==> src/rtl/native_bus_dma_if.sv <==
// native_bus_dma_if
//   PicoRV32 native memory bus, grouped as one bundle so that an initiator
//   and a responder can be connected with a single port.
//
//   Signals:
//     mem_valid  initiator -> responder  request valid
//     mem_ready  responder -> initiator  acknowledge; completes the request
//     mem_addr   initiator -> responder  word-aligned byte address
//     mem_wdata  initiator -> responder  write data
//     mem_wstrb  initiator -> responder  byte strobes, 4'b0000 means read
//     mem_rdata  responder -> initiator  read data, valid with mem_ready
//
//   Modports:
//     master  the initiator side (the DMA engine)
//     slave   the responder side (memory, arbiter port or test model)
interface native_bus_dma_if;
  logic        mem_valid;
  logic        mem_ready;
  logic [31:0] mem_addr;
  logic [31:0] mem_wdata;
  logic [3:0]  mem_wstrb;
  logic [31:0] mem_rdata;

  modport master (
    output mem_valid,
    output mem_addr,
    output mem_wdata,
    output mem_wstrb,
    input  mem_ready,
    input  mem_rdata
  );

  modport slave (
    input  mem_valid,
    input  mem_addr,
    input  mem_wdata,
    input  mem_wstrb,
    output mem_ready,
    output mem_rdata
  );
endinterface

==> src/rtl/native_bus_dma.sv <==
// native_bus_dma
//   Word-copy / word-fill DMA engine. It is an initiator on the PicoRV32
//   native memory bus and copies blocks of 32-bit words, or fills a region
//   with a constant, without CPU help. A watchdog gives up on any request
//   the responder never acknowledges and flags the job as aborted.
//
//   Parameters:
//     TIMEOUT  cycles a request may wait for mem_ready (1..65535)
//     LEN_W    width of the word count
//
//   Ports:
//     clk         clock
//     resetn      synchronous, active-low reset
//     cfg_start   start pulse, only looked at while idle
//     cfg_mode    0 = copy, 1 = fill
//     cfg_src     source byte address (bits [1:0] ignored)
//     cfg_dst     destination byte address (bits [1:0] ignored)
//     cfg_len     number of words to move
//     cfg_fill    fill value for mode 1
//     busy        high whenever a job is in progress
//     done        one-cycle pulse at the end of every job
//     error       sticky abort flag, cleared by the next accepted start
//     words_done  words written by the current / last job
//     mem         native bus, master side
module native_bus_dma #(
  parameter int TIMEOUT = 255,
  parameter int LEN_W   = 16
) (
  input  logic             clk,
  input  logic             resetn,
  input  logic             cfg_start,
  input  logic             cfg_mode,
  input  logic [31:0]      cfg_src,
  input  logic [31:0]      cfg_dst,
  input  logic [LEN_W-1:0] cfg_len,
  input  logic [31:0]      cfg_fill,
  output logic             busy,
  output logic             done,
  output logic             error,
  output logic [LEN_W-1:0] words_done,
  native_bus_dma_if.master mem
);

  typedef enum logic [2:0] {
    IDLE,
    READ,
    WRITE,
    GAP,
    FINISH
  } state_t;

  localparam logic [15:0] TIMEOUT_CNT = 16'(TIMEOUT);
  localparam logic [31:0] WORD_MASK   = 32'hFFFF_FFFC;

  state_t           state;
  state_t           next_state;
  logic [31:0]      src;
  logic [31:0]      dst;
  logic [LEN_W-1:0] len;
  logic             mode;
  logic [15:0]      wd_cnt;

  logic             handshake;
  logic             last_word;
  logic [15:0]      wd_next;

  // mem_ready is only meaningful while we are actually requesting.
  assign handshake = mem.mem_valid && mem.mem_ready;
  assign last_word = (words_done + LEN_W'(1)) == len;
  assign wd_next   = wd_cnt + 16'd1;

  // Single sequential FSM. Every output, including the bus request, is a
  // register so nothing combinational leaks from mem_ready/mem_rdata to the
  // outputs. done defaults low so it can only ever be a one-cycle pulse.
  always_ff @(posedge clk) begin
    if (!resetn) begin
      state         <= IDLE;
      next_state    <= IDLE;
      src           <= '0;
      dst           <= '0;
      len           <= '0;
      mode          <= 1'b0;
      wd_cnt        <= '0;
      busy          <= 1'b0;
      done          <= 1'b0;
      error         <= 1'b0;
      words_done    <= '0;
      mem.mem_valid <= 1'b0;
      mem.mem_addr  <= '0;
      mem.mem_wdata <= '0;
      mem.mem_wstrb <= '0;
    end else begin
      done <= 1'b0;

      case (state)
        IDLE: begin
          if (cfg_start) begin
            src        <= cfg_src & WORD_MASK;
            dst        <= cfg_dst & WORD_MASK;
            len        <= cfg_len;
            mode       <= cfg_mode;
            error      <= 1'b0;
            words_done <= '0;
            wd_cnt     <= '0;
            busy       <= 1'b1;
            if (cfg_len == '0) begin
              // Empty job: report completion without touching the bus.
              state <= FINISH;
              done  <= 1'b1;
            end else if (!cfg_mode) begin
              state         <= READ;
              mem.mem_valid <= 1'b1;
              mem.mem_addr  <= cfg_src & WORD_MASK;
              mem.mem_wstrb <= 4'h0;
            end else begin
              // The fill value lives in mem_wdata for the whole job; fill
              // writes never overwrite it.
              state         <= WRITE;
              mem.mem_valid <= 1'b1;
              mem.mem_addr  <= cfg_dst & WORD_MASK;
              mem.mem_wstrb <= 4'hF;
              mem.mem_wdata <= cfg_fill;
            end
          end
        end

        READ: begin
          if (handshake) begin
            mem.mem_valid <= 1'b0;
            mem.mem_wdata <= mem.mem_rdata;
            src           <= src + 32'd4;
            state         <= GAP;
            next_state    <= WRITE;
          end else if (wd_next == TIMEOUT_CNT) begin
            mem.mem_valid <= 1'b0;
            error         <= 1'b1;
            done          <= 1'b1;
            state         <= FINISH;
          end else begin
            wd_cnt <= wd_next;
          end
        end

        WRITE: begin
          if (handshake) begin
            mem.mem_valid <= 1'b0;
            dst           <= dst + 32'd4;
            words_done    <= words_done + LEN_W'(1);
            if (last_word) begin
              state <= FINISH;
              done  <= 1'b1;
            end else begin
              state      <= GAP;
              next_state <= mode ? WRITE : READ;
            end
          end else if (wd_next == TIMEOUT_CNT) begin
            mem.mem_valid <= 1'b0;
            error         <= 1'b1;
            done          <= 1'b1;
            state         <= FINISH;
          end else begin
            wd_cnt <= wd_next;
          end
        end

        // One idle bus cycle between requests so the responder can see
        // mem_valid low and re-arm before the next request.
        GAP: begin
          state         <= next_state;
          wd_cnt        <= '0;
          mem.mem_valid <= 1'b1;
          if (next_state == READ) begin
            mem.mem_addr  <= src;
            mem.mem_wstrb <= 4'h0;
          end else begin
            mem.mem_addr  <= dst;
            mem.mem_wstrb <= 4'hF;
          end
        end

        FINISH: begin
          state <= IDLE;
          busy  <= 1'b0;
        end

        default: begin
          state         <= IDLE;
          busy          <= 1'b0;
          mem.mem_valid <= 1'b0;
        end
      endcase
    end
  end

endmodule

==> src/flat_wrapper.sv <==
// flat-port wrapper written by rule: the top's interface ports become plain ports
module native_bus_dma_flat 
#(
  parameter int TIMEOUT = 255,
  parameter int LEN_W   = 16
)
  (clk, resetn, cfg_start, cfg_mode, cfg_src, cfg_dst, cfg_len, cfg_fill, busy, done, error, words_done, mem_mem_valid, mem_mem_addr, mem_mem_wdata, mem_mem_wstrb, mem_mem_ready, mem_mem_rdata);
  native_bus_dma_if mem_i ();
  input  logic clk;
  input  logic resetn;
  input  logic cfg_start;
  input  logic cfg_mode;
  input  logic [31:0] cfg_src;
  input  logic [31:0] cfg_dst;
  input  logic [LEN_W-1:0] cfg_len;
  input  logic [31:0] cfg_fill;
  output logic busy;
  output logic done;
  output logic error;
  output logic [LEN_W-1:0] words_done;
  output wire logic [$bits(mem_i.mem_valid)-1:0] mem_mem_valid;
  output wire logic [$bits(mem_i.mem_addr)-1:0] mem_mem_addr;
  output wire logic [$bits(mem_i.mem_wdata)-1:0] mem_mem_wdata;
  output wire logic [$bits(mem_i.mem_wstrb)-1:0] mem_mem_wstrb;
  input wire logic [$bits(mem_i.mem_ready)-1:0] mem_mem_ready;
  input wire logic [$bits(mem_i.mem_rdata)-1:0] mem_mem_rdata;
  assign mem_mem_valid = mem_i.mem_valid;
  assign mem_mem_addr = mem_i.mem_addr;
  assign mem_mem_wdata = mem_i.mem_wdata;
  assign mem_mem_wstrb = mem_i.mem_wstrb;
  assign mem_i.mem_ready = mem_mem_ready;
  assign mem_i.mem_rdata = mem_mem_rdata;
  native_bus_dma #(.TIMEOUT(TIMEOUT), .LEN_W(LEN_W)) u_core (.clk(clk), .resetn(resetn), .cfg_start(cfg_start), .cfg_mode(cfg_mode), .cfg_src(cfg_src), .cfg_dst(cfg_dst), .cfg_len(cfg_len), .cfg_fill(cfg_fill), .busy(busy), .done(done), .error(error), .words_done(words_done), .mem(mem_i));
endmodule
==> config.mk <==
export PLATFORM = sky130hd
export DESIGN_NAME = native_bus_dma_flat
export DESIGN_NICKNAME = d
export VERILOG_FILES = /design/src/rtl/native_bus_dma_if.sv /design/src/rtl/native_bus_dma.sv /design/src/flat_wrapper.sv
export SDC_FILE = /design/constraint.sdc
export NUM_CORES = 1
export LEC_CHECK = 0
export CAP_MARGIN = 20
export CORE_UTILIZATION = 52
export DETAILED_ROUTE_END_ITERATION = 10
export PLACE_DENSITY = 0.91
export SYNTH_ARGS = -nofsm -noshare
export SYNTH_HDL_FRONTEND = slang
export SYNTH_SLANG_ARGS = --single-unit
export TNS_END_PERCENT = 100
==> constraint.sdc <==
create_clock -name clk -period 3.2 [get_ports clk]
set_input_delay 0.96 -clock clk [delete_from_list [all_inputs] [get_ports clk]]
set_output_delay 0.96 -clock clk [all_outputs]
set_load 0.02 [all_outputs]
==> out/metrics.yaml <==
clock_network:
  cts_setup_buffers: 0
  cts.clk_slew.worst_paths_ns: 0.07
  cts_tree: "done"
  cts_resized: 0
  cts_buffers: 17
  hold_buffers: 0
  clk_path_buf_depth: 2
  h-tree-depth: 4
  clock_latency_ns: 0.44
  cts_root_buf: "clkbuf_16"
  cts.sinks: 181
setup_path:
  cp.depth: 8
  arrival_ns: 3.16
  path_cells: "ha_1 > and4_1 > xnor2_1 > nand3_1 > a32oi_2 > nand2_2 > and3_1 > a211o_1"
  path_delay_family: "simple AND/OR/NAND/NOR gates"
  reg2reg_slack_ns: 0.37
  timing.critical_path.to_type: "flop"
  crit_type: "reg2reg"
  cp_slowest_cell: "dfxtp_1"
  cp-start-kind: "flop"
  timing.rr.start: "u_core.wd_cnt[1]"
  reg2regPathDepth: 8
  crit_buf_inv: 0
  crit_required_ns: 3.53
  worst_r2r_endpoint: "u_core.wd_cnt[11]"
  critPathMaxStageDelay_ns: 0.44
  crit_start: "u_core.wd_cnt[1]"
  crit_fanout: 17
run:
  drv_cap: 0
sta:
  fmax_mhz: 353
  worst_pin_slew_ns: 0.952
  tns_ns: 0
  worst_clock_skew_ns: 0.0153
  min_period_ns: 2.83
  setup_viol: 0
  finalCritPeriodShare_pct: 88.4
  hold_viol_final: 0
  maxSlewViolCount: 0
  fin_ws_ns: 0.370
  max-slew-margin-rel_pct: 36.5
  grt_setup_unrepaired: "no"
finish:
  drive_above_1_share_pct: 6.60
  layout.nets: 1733
  final_common_cell: "clkdlybuf4s50_1"
  final_cells: 1861
  multi_input_area_um2: 6520
  final_cell_mix: "228 x clkdlybuf4s50_1, 204 x nand2_1, 181 x dfxtp_1"
  fillers: 1604
  regArea_um2: 3620
  antenna_cells: 0
  syn2layout_area_growth_pct: 28.5
logic_synthesis:
  yosysTopAreaCell: "dfxtp_1"
  synthFlopType: "dfxtp_1"
  netlist_instances: 1418
  synthTopCellsByArea: "dfxtp_1 34%, nand2_1 7.2%, a21oi_1 6.1%, a211oi_1 5.2%, nor2_1 4.4%"
  synth.cell_area_um2: 10700
  synth_top_area_share_pct: 33.9
  synth_edf_count: 0
  async_reset_ff_share_pct: 0
  ys_ff_latch: 181
  ys_seq_area_share_pct: 33.9
  ys_warn_count: 0
  syn_area_per_cell_um2: 7.53
  synth.distinct_cells: 82
die:
  io_pins: 237
  start_util_pct: 52.9
  die_h_um: 145
  core_um2: 20200
  rows: 52
  die_area_um2: 21100
  die_x_um: 145
grt:
  gr-usage-all-layers_pct: 31.3
  first_global_vias: 11000
  grt_pass1_wl_mm: 54.3
  antenna_found_initial: 0
  grt_start_max_net_pins: 80
  grt_overflow: 0
hold_path:
  whs_endpoint: "u_core.mode"
  whs_path_depth: 2
  worstHoldPathType: "reg2reg"
  hp-start: "u_core.mode"
route:
  ant_nets: 0
  wirelength_mm: 33.2
  drc: 0
  drt_iter0_markers: 1123
  vias: 11700
  dr.pass1.iters: 9
  wire_per_inst_um: 17.9
  via_per_inst: 6.27
pwr:
  p_per_area_nw_per_um2: 504
  vdd_drop_max_mv: 0.382
  power.leakage_uw: 0.00510
placement:
  io_buffers: 230
  gp_congestion: 0.910
  hpwl_mm: 22.8
  place_ws_ns: 0.186
  dp.cells: 1830
run_status:
  status: "finished clean"
-- state kept, by name, summed over array words and instances, names as in the netlist, 3 cells and up --
signal	flops
u_core.words_done	16
u_core.dst	30
u_core.state	3
u_core.len	16
u_core.mem.mem_addr	30
u_core.src	30
u_core.wd_cnt	16
u_core.mem.mem_wdata	32
-- routing by layer --
metal	GRT usage (%)	wire (µm)	share of wire [%]
met2	51.4	15700	47
met3	5.28	2570	7.7
met1	39.1	13500	41
met5	0	0	0
met4	16.6	1470	4.4
-- cells in the mapped netlist, drive strengths merged (3+ instances only) --
master	n
nand2	205
dfxtp	181
a21oi	130
nor2	126
clkbuf	94
o21ai	75
a211oi	74
nor2b	68
nand3	61
nor3	34
mux2i	32
buf	27
a311oi	22
xnor2	22
nand4	21
and3	17
nor4	17
o211a	17
and2	16
inv	16
a22oi	15
a31oi	14
o22ai	11
a21boi	10
o31ai	10
nor3b	8
or3	8
a32oi	6
and4	6
or2	6
ha	5
o21a	5
nand2b	4
o211ai	4
a211o	3
a21o	3
a41oi	3
nor4b	3
o221a	3
o311ai	3
o41ai	3
or4	3
-- cell families (layout without fill, tap and decap cells) --
logic type | after synthesis | count (layout) | synth area share [%]
simple gates | 609 | 609 | 28.7
buf+inv | 137 | 309 | 5.31
other cells | 1 | 2 | 0.0351
compound gates | 430 | 430 | 26.5
flops | 181 | 181 | 33.9
xor+xnor | 23 | 23 | 1.89
mux | 32 | 32 | 3.00
fa+ha+maj | 5 | 5 | 0.586
-- power breakdown --
group | switching, µW | internal, µW
sequential | 247 | 2520
clock | 897 | 1200
combinational | 1150 | 903
-- per-stage QoR --
step / cell area [µm²] / util [%] / total power, µW / hold slack (ns)
2_1_floorplan: 10700 / - / 4000 / 0.444
3_3_place_gp: 13100 / 65.2 / 4750 / 0.455
3_5_place_dp: 13100 / 65.2 / 4820 / 0.466
4_1_cts: 13700 / 68.1 / 6900 / 0.475
5_1_grt: 13700 / 68.1 / 7240 / 0.489
6_report: 13700 / 68.1 / 6920 / 0.478
-- how the worst max path moves through the flow --
stage	endpoint
after floorplan	u_core.mem.mem_valid
after global placement	u_core.mem.mem_wdata[9]
after detailed placement	u_core.mem.mem_addr[18]
after CTS	u_core.done
after global routing	u_core.done
final	u_core.wd_cnt[11]
-- worst reg2reg max path, stage by stage, from the launching register on --
cell	delay [ns]
dfxtp_1	0.44
ha_1	0.41
and4_1	0.40
xnor2_1	0.15
nand3_1	0.16
a32oi_2	0.37
nand2_2	0.30
and3_1	0.27
a211o_1	0.22
-- final cells by class --
class | count | area share [%]
inverter | 16 | 0.438
multi-input combinational | 1101 | 47.5
tap | 270 | 2.46
clock buffer | 22 | 3.45
sequential | 181 | 26.4
clock inverter | 9 | 0.747
timing repair buffer | 262 | 19.0
(Power assumes the default switching activity.)
